[config.mk]
export PLATFORM = sky130hd
export DESIGN_NAME = paddle_tracker
export DESIGN_NICKNAME = d
export VERILOG_FILES = /design/src/rtl/paddle_tracker.sv
export SDC_FILE = /design/constraint.sdc
export NUM_CORES = 1
export LEC_CHECK = 0
export ABC_AREA = 1
export CORE_ASPECT_RATIO = 1.25
export CORE_UTILIZATION = 54
export DETAILED_ROUTE_END_ITERATION = 8
export PLACE_DENSITY = 0.76
export SYNTH_ARGS = -nofsm -noshare
export SYNTH_HDL_FRONTEND = slang
export SYNTH_SLANG_ARGS = --single-unit
[constraint.sdc]
create_clock -name i_Clk -period 1.96 [get_ports i_Clk]
set_input_delay 0.392 -clock i_Clk [delete_from_list [all_inputs] [get_ports i_Clk]]
set_output_delay 0.392 -clock i_Clk [all_outputs]
set_load 0.02 [all_outputs]
[src/rtl/paddle_tracker.sv]
// Paddle block: fires the 555 one-shot on each VSync, measures its pulse in
// scanlines, latches a clamped/inverted Y at frame start and draws the paddle.
// Ports: i_Clk/i_Reset_n clock and async reset; i_VSync/i_HReset/i_VReset raster
// timing; i_555_Output async one-shot output; o_555_Trigger one-shot trigger;
// o_Video registered paddle pixel; o_Paddle_Y/o_Y_Valid committed position.
module paddle_tracker #(
    parameter int p_PADDLE_HEIGHT  = 55,
    parameter int p_PADDLE_WIDTH   = 12,
    parameter int p_PADDLE_X       = 30,
    parameter int p_X_W            = 10,
    parameter int p_Y_W            = 10,
    parameter int p_Y_OFFSET       = 0,
    parameter int p_Y_MAX          = 424,
    parameter int p_TRIGGER_CYCLES = 4,
    parameter int p_INVERT         = 0
) (
    input  logic             i_Clk,
    input  logic             i_Reset_n,
    input  logic             i_VSync,
    input  logic             i_HReset,
    input  logic             i_VReset,
    input  logic             i_555_Output,
    output logic             o_555_Trigger,
    output logic             o_Video,
    output logic [p_Y_W-1:0] o_Paddle_Y,
    output logic             o_Y_Valid
);

    localparam int YW1  = p_Y_W + 1;
    localparam int XW1  = p_X_W + 1;
    localparam int TC_W = $clog2(p_TRIGGER_CYCLES + 1);
    localparam logic [p_Y_W-1:0] Y_SAT = '1;
    localparam logic [p_X_W-1:0] X_SAT = '1;

    typedef enum logic [1:0] {IDLE, TRIG, MEASURE, DONE} state_t;

    state_t            state, state_nxt;
    logic              sync1, s555, s555_d, vsync_d;
    logic [TC_W-1:0]   tcnt;
    logic [p_Y_W-1:0]  meas, y_new, ly;
    logic [p_X_W-1:0]  dx;
    logic              pending;
    logic              trig_start;

    wire vs_rise   = i_VSync & ~vsync_d;
    wire s555_fall = s555_d & ~s555;

    // 2-FF synchroniser plus one more stage for fall detection.
    always_ff @(posedge i_Clk or negedge i_Reset_n) begin
        if (!i_Reset_n) begin
            sync1   <= 1'b0;
            s555    <= 1'b0;
            s555_d  <= 1'b0;
            vsync_d <= 1'b0;
        end else begin
            sync1   <= i_555_Output;
            s555    <= sync1;
            s555_d  <= s555;
            vsync_d <= i_VSync;
        end
    end

    always_ff @(posedge i_Clk or negedge i_Reset_n) begin
        if (!i_Reset_n) state <= IDLE;
        else            state <= state_nxt;
    end

    // A VSync rise in TRIG or MEASURE restarts the trigger (abort).
    always_comb begin
        state_nxt  = state;
        trig_start = 1'b0;
        case (state)
            IDLE: begin
                if (vs_rise) begin
                    state_nxt  = TRIG;
                    trig_start = 1'b1;
                end
            end
            TRIG: begin
                if (vs_rise) begin
                    state_nxt  = TRIG;
                    trig_start = 1'b1;
                end else if (tcnt == TC_W'(p_TRIGGER_CYCLES - 1)) begin
                    state_nxt = MEASURE;
                end
            end
            MEASURE: begin
                if (vs_rise) begin
                    state_nxt  = TRIG;
                    trig_start = 1'b1;
                end else if (s555_fall || meas == Y_SAT) begin
                    state_nxt = DONE;
                end
            end
            DONE:    state_nxt = IDLE;
            default: state_nxt = IDLE;
        endcase
    end

    assign o_555_Trigger = (state == TRIG);

    // s555_d keeps the line that coincides with the fall in the count.
    always_ff @(posedge i_Clk or negedge i_Reset_n) begin
        if (!i_Reset_n) begin
            tcnt <= '0;
            meas <= '0;
        end else begin
            if (trig_start)          tcnt <= '0;
            else if (state == TRIG)  tcnt <= tcnt + TC_W'(1);
            if (trig_start)
                meas <= '0;
            else if (state == MEASURE && i_HReset && (s555 || s555_d) && meas != Y_SAT)
                meas <= meas + 1'b1;
        end
    end

    // Position arithmetic, one bit wider than the line counter.
    logic [YW1-1:0] m_ext, t_val, y_val;
    always_comb begin
        m_ext = {1'b0, meas};
        if (m_ext < YW1'(p_Y_OFFSET)) t_val = '0;
        else                          t_val = m_ext - YW1'(p_Y_OFFSET);
        if (t_val > YW1'(p_Y_MAX))    t_val = YW1'(p_Y_MAX);
        if (p_INVERT != 0)            y_val = YW1'(p_Y_MAX) - t_val;
        else                          y_val = t_val;
    end

    // A DONE coinciding with VReset commits the older pending value (if any);
    // the fresh result waits for the next frame.
    always_ff @(posedge i_Clk or negedge i_Reset_n) begin
        if (!i_Reset_n) begin
            y_new      <= '0;
            pending    <= 1'b0;
            o_Paddle_Y <= '0;
            o_Y_Valid  <= 1'b0;
        end else begin
            if (i_VReset && pending) begin
                o_Paddle_Y <= y_new;
                o_Y_Valid  <= 1'b1;
            end
            if (state == DONE) begin
                y_new   <= y_val[p_Y_W-1:0];
                pending <= 1'b1;
            end else if (i_VReset) begin
                pending <= 1'b0;
            end
        end
    end

    // Raster counters and registered paddle pixel.
    always_ff @(posedge i_Clk or negedge i_Reset_n) begin
        if (!i_Reset_n) begin
            ly      <= '0;
            dx      <= '0;
            o_Video <= 1'b0;
        end else begin
            if (i_VReset)                    ly <= '0;
            else if (i_HReset && ly != Y_SAT) ly <= ly + 1'b1;
            if (i_HReset)                    dx <= '0;
            else if (dx != X_SAT)            dx <= dx + 1'b1;
            o_Video <= o_Y_Valid
                && ({1'b0, ly} >= {1'b0, o_Paddle_Y})
                && ({1'b0, ly} <  {1'b0, o_Paddle_Y} + YW1'(p_PADDLE_HEIGHT))
                && ({1'b0, dx} >= XW1'(p_PADDLE_X))
                && ({1'b0, dx} <  XW1'(p_PADDLE_X + p_PADDLE_WIDTH));
        end
    end

endmodule

==> impl_metrics.py <==
metrics = {
    "floorplanning": {
        "die_x_um": 76.1,
        "initial_utilization_pct": 56.1,
        "coreArea_mm2": 0.00661,
        "die_y_um": 94.6,
        "rows": 33,
        "dieArea_mm2": 0.00720,
        "ios": 19,
    },
    "logic_synthesis": {
        "synth_cell_type_count": 38,
        "ys_async_sr_fraction_pct": 100,
        "syn_area_mm2": 0.00371,
        "synth_compound_area_share_pct": 11.6,
        "synth_top_family_by_area": "simple AND/OR/NAND/NOR gates",
        "yosysSeqAreaShare_pct": 41.9,
        "yosys.area_share.adder_pct": 9.45,
        "yosysWarnings": 0,
        "synth_seq_cells": 62,
        "syn_inst": 472,
        "ys.flop_type": "dfrtp_1",
        "synth_top_area_share_pct": 41.9,
        "synthMuxAreaShare_pct": 0,
        "synth_edf_count": 0,
        "syn_area_per_cell_um2": 7.85,
        "yosys.area.top_type": "dfrtp_1",
        "yosys-top-cells-area": "dfrtp_1, nand2_1, ha_1",
        "synthSimpleGateAreaFrac_pct": 27.0,
        "synth_nets": 506,
        "synthXorXnorAreaFrac_pct": 2.13,
    },
    "clock_network": {
        "numCtsBuffers": 9,
        "cts-root-buf": "clkbuf_8",
        "clkSinkCount": 62,
        "clk_latency_ps": 340,
        "cts_tree": "built",
        "cts_max_level": 3,
        "clock_path_buffers": 2,
        "clk_pin_slew_ps": 70,
    },
    "power_and_ir_drop": {
        "ir_worst_vdd_v": 0.000695,
        "total_power_w": 0.00459,
        "p_sw_w": 0.00170,
        "clkPwrFrac_pct": 24.9,
        "total_leakage_power_nw": 2.16,
        "power_frac_seq_pct": 38.1,
        "pwr-share-comb_pct": 37.1,
        "p_int_w": 0.00289,
        "p_per_area_mw_per_mm2": 1070,
        "p_sw_share_pct": 37.0,
    },
    "cells_and_area": {
        "insertedDiodeCount": 0,
        "num-nets-final": 543,
        "layout-drive-gt1-share_pct": 12.3,
        "area_delta_synth_final_pct": 16.1,
    },
    "worst_setup_path": {
        "r2r_start": "o_Paddle_Y[0]",
        "critical-path-max-stage-delay_ps": 420,
        "cp_max_fo": 3,
        "critical_path_arrival_ps": 2220,
        "cp-start-kind": "register",
        "cp_cell_sequence": "inv_2, ha_4, nand2_2, nand2_2, nand2_2, xor2_1, ha_1, nand2_1, inv_1, nor2_2, o21a_1, nor2_1, nor2_1, nand2_1, nor2_1",
        "critPathCaptureType": "register",
        "crit_slowest_cell": "dfrtp_2",
        "r2r_slack_ps": 10,
        "path_class": "reg2reg",
        "worstPathRequired_ps": 2240,
        "ff2ff_path_depth": 15,
        "r2r_end": "o_Video",
    },
    "placed_design": {
        "dp_slack_ps": -16.0,
        "portBuffers": 18,
        "place_congestion": 0.853,
        "hpwlAfterDp_mm": 5.85,
    },
    "drt": {
        "wl_met1_mm": 3.63,
        "dr.pass1.iters": 5,
        "top_layer": "met4",
        "drt_wl_total_mm": 8.02,
        "drc_errors": 0,
        "wl_per_cell_um": 13.3,
        "ant_nets": 0,
        "dr_wl_met2_mm": 3.95,
        "routed-wl-met3_um": 169,
        "via_per_inst": 5.35,
        "vias": 3218,
        "first_iter_violations": 189,
    },
    "flow_run": {
        "cap_violations": 0,
    },
    "timing": {
        "relSlewSlack_pct": 77.8,
        "rsz0062_at_grt": "yes",
        "setup_viol": 0,
        "drv_slew": 0,
        "fin_crit_ps": 1950,
        "skew_ps": 8.82,
        "tightest_slew_ps": 330,
        "fmax_mhz": 513,
        "post-route-period-util_pct": 99.4,
        "fin_ws_ps": 11.5,
        "hold_viol_final": 0,
    },
    "hold_path": {
        "min_path_type": "in2async",
    },
    "run_status": {
        "status": "finished, final reports clean",
    },
    "global_routing": {
        "grt_pass1_vias": 3083,
        "overflow": 0,
        "grt_antenna_before_repair": 0,
        "grt_pass1_wl_mm": 13.7,
        "grt_max_degree": 63,
        "grt_use_total_pct": 24.2,
    },
}
-- worst max-delay path: cells and delay by family (launching register included) --
| kind | cells | cell delay [ps] |
|---|---|---|
| simple gates | 9 | 630 |
| buf+inv | 2 | 120 |
| flops | 1 | 420 |
| compound gates | 1 | 120 |
| fa+ha+maj | 2 | 450 |
| xor+xnor | 1 | 150 |
-- through the flow --
step	utilization (%)	hold WS [ps]	TNS, ps	instance area [µm²]	cells
2_1_floorplan	-	96.4	0	3710	472
3_3_place_gp	61.5	333	0	4060	583
3_5_place_dp	61.5	341	-16.0	4060	583
4_1_cts	64.6	68.4	0	4270	599
5_1_grt	65.2	75.5	-197	4300	601
6_report	65.2	57.2	0	4300	601
-- area by class of cell --
cell class / count / area, µm²
Multi-Input combinational cell: 334 / 1890
Inverter: 71 / 267
Fill cell: 563 / 2300
Timing Repair Buffer: 31 / 284
Sequential cell: 62 / 1550
Clock buffer: 12 / 155
Clock inverter: 4 / 45.0
Tap cell: 87 / 109
-- cell usage after synthesis (2+ instances only) --
cell type and n:
nor2_4 3, inv_2 3, nand4_1 9, a31oi_1 5
nor2_1 50, nor2_2 2, o21ai_0 34, xor2_1 8
o21ai_1 2, a21oi_2 2, o31ai_1 2, nand2_2 6
a21oi_1 24, nand3_1 42, ha_1 28, nor3_1 7
o21a_1 2, nand2_1 95, dfrtp_1 62, inv_1 67
clkbuf_1 2
-- what timing repair did --
action / CTS / global route
resized for setup: 3 / 7
hold endpoints to repair: 0 / 0
setup endpoints to repair: 2 / 1
pin swaps: 0 / 8
hold buffers: 0 / 0
buffers inserted: 0 / 2
-- cell families (layout without fill, tap and decap cells) --
logic type | Yosys count | after routing
buf+inv | 76 | 118
compound gates | 77 | 77
xor+xnor | 9 | 9
flops | 62 | 62
fa+ha+maj | 28 | 28
simple gates | 220 | 220
-- metal layers --
layer,vias up,track usage (%)
met5,-,0
met4,0,13.6
met3,20,3.00
met2,59,42.7
met1,1520,28.8
li1,1619,-
-- power by group through the flow --
stage               sequential [W]  clock [W]  combinational (W)
finish                     0.00175    0.00114            0.00170
global route               0.00178    0.00122            0.00193
CTS                        0.00174    0.00116            0.00164
detailed placement         0.00176          0            0.00163
global placement           0.00174          0            0.00156
floorplan                  0.00181          0           0.000994
-- worst max-delay path by stage --
| stage | start | to | cells past startpoint |
|---|---|---|---|
| final | o_Paddle_Y[0] | o_Video | 15 |
| after global routing | o_Paddle_Y[0] | o_Video | 15 |
| after CTS | o_Paddle_Y[0] | o_Video | 15 |
| after detailed placement | o_Paddle_Y[0] | o_Video | 15 |
| after global placement | o_Paddle_Y[0] | o_Video | 14 |
| after floorplan | o_Paddle_Y[0] | o_Video | 14 |
-- cell usage in the layout, fill, tap and decap left out, types with 2 or more instances in the layout --
cell type	n
nor3_1	7
nor2_4	3
xor2_1	8
ha_1	27
dfrtp_1	60
o21a_1	2
clkinv_2	3
o21ai_0	34
a21oi_2	2
inv_1	64
o21ai_1	2
dfrtp_2	2
a31oi_1	5
inv_2	6
nor2_2	3
nand2_2	10
a21oi_1	24
clkdlybuf4s50_1	16
nor2_1	49
o31ai_1	2
nand3_1	41
nand2_1	91
buf_4	12
clkbuf_8	11
nand4_1	9
-- state kept, by name (all words and copies together), names as in the netlist --
register,flops
y_new,10
vsync_d,1
s555_d,1
state,2
sync1,1
dx,10
pending,1
ly,10
s555,1
o_Y_Valid,1
meas,10
o_Video,1
o_Paddle_Y,10
tcnt,3
(Power assumes the default switching activity.)
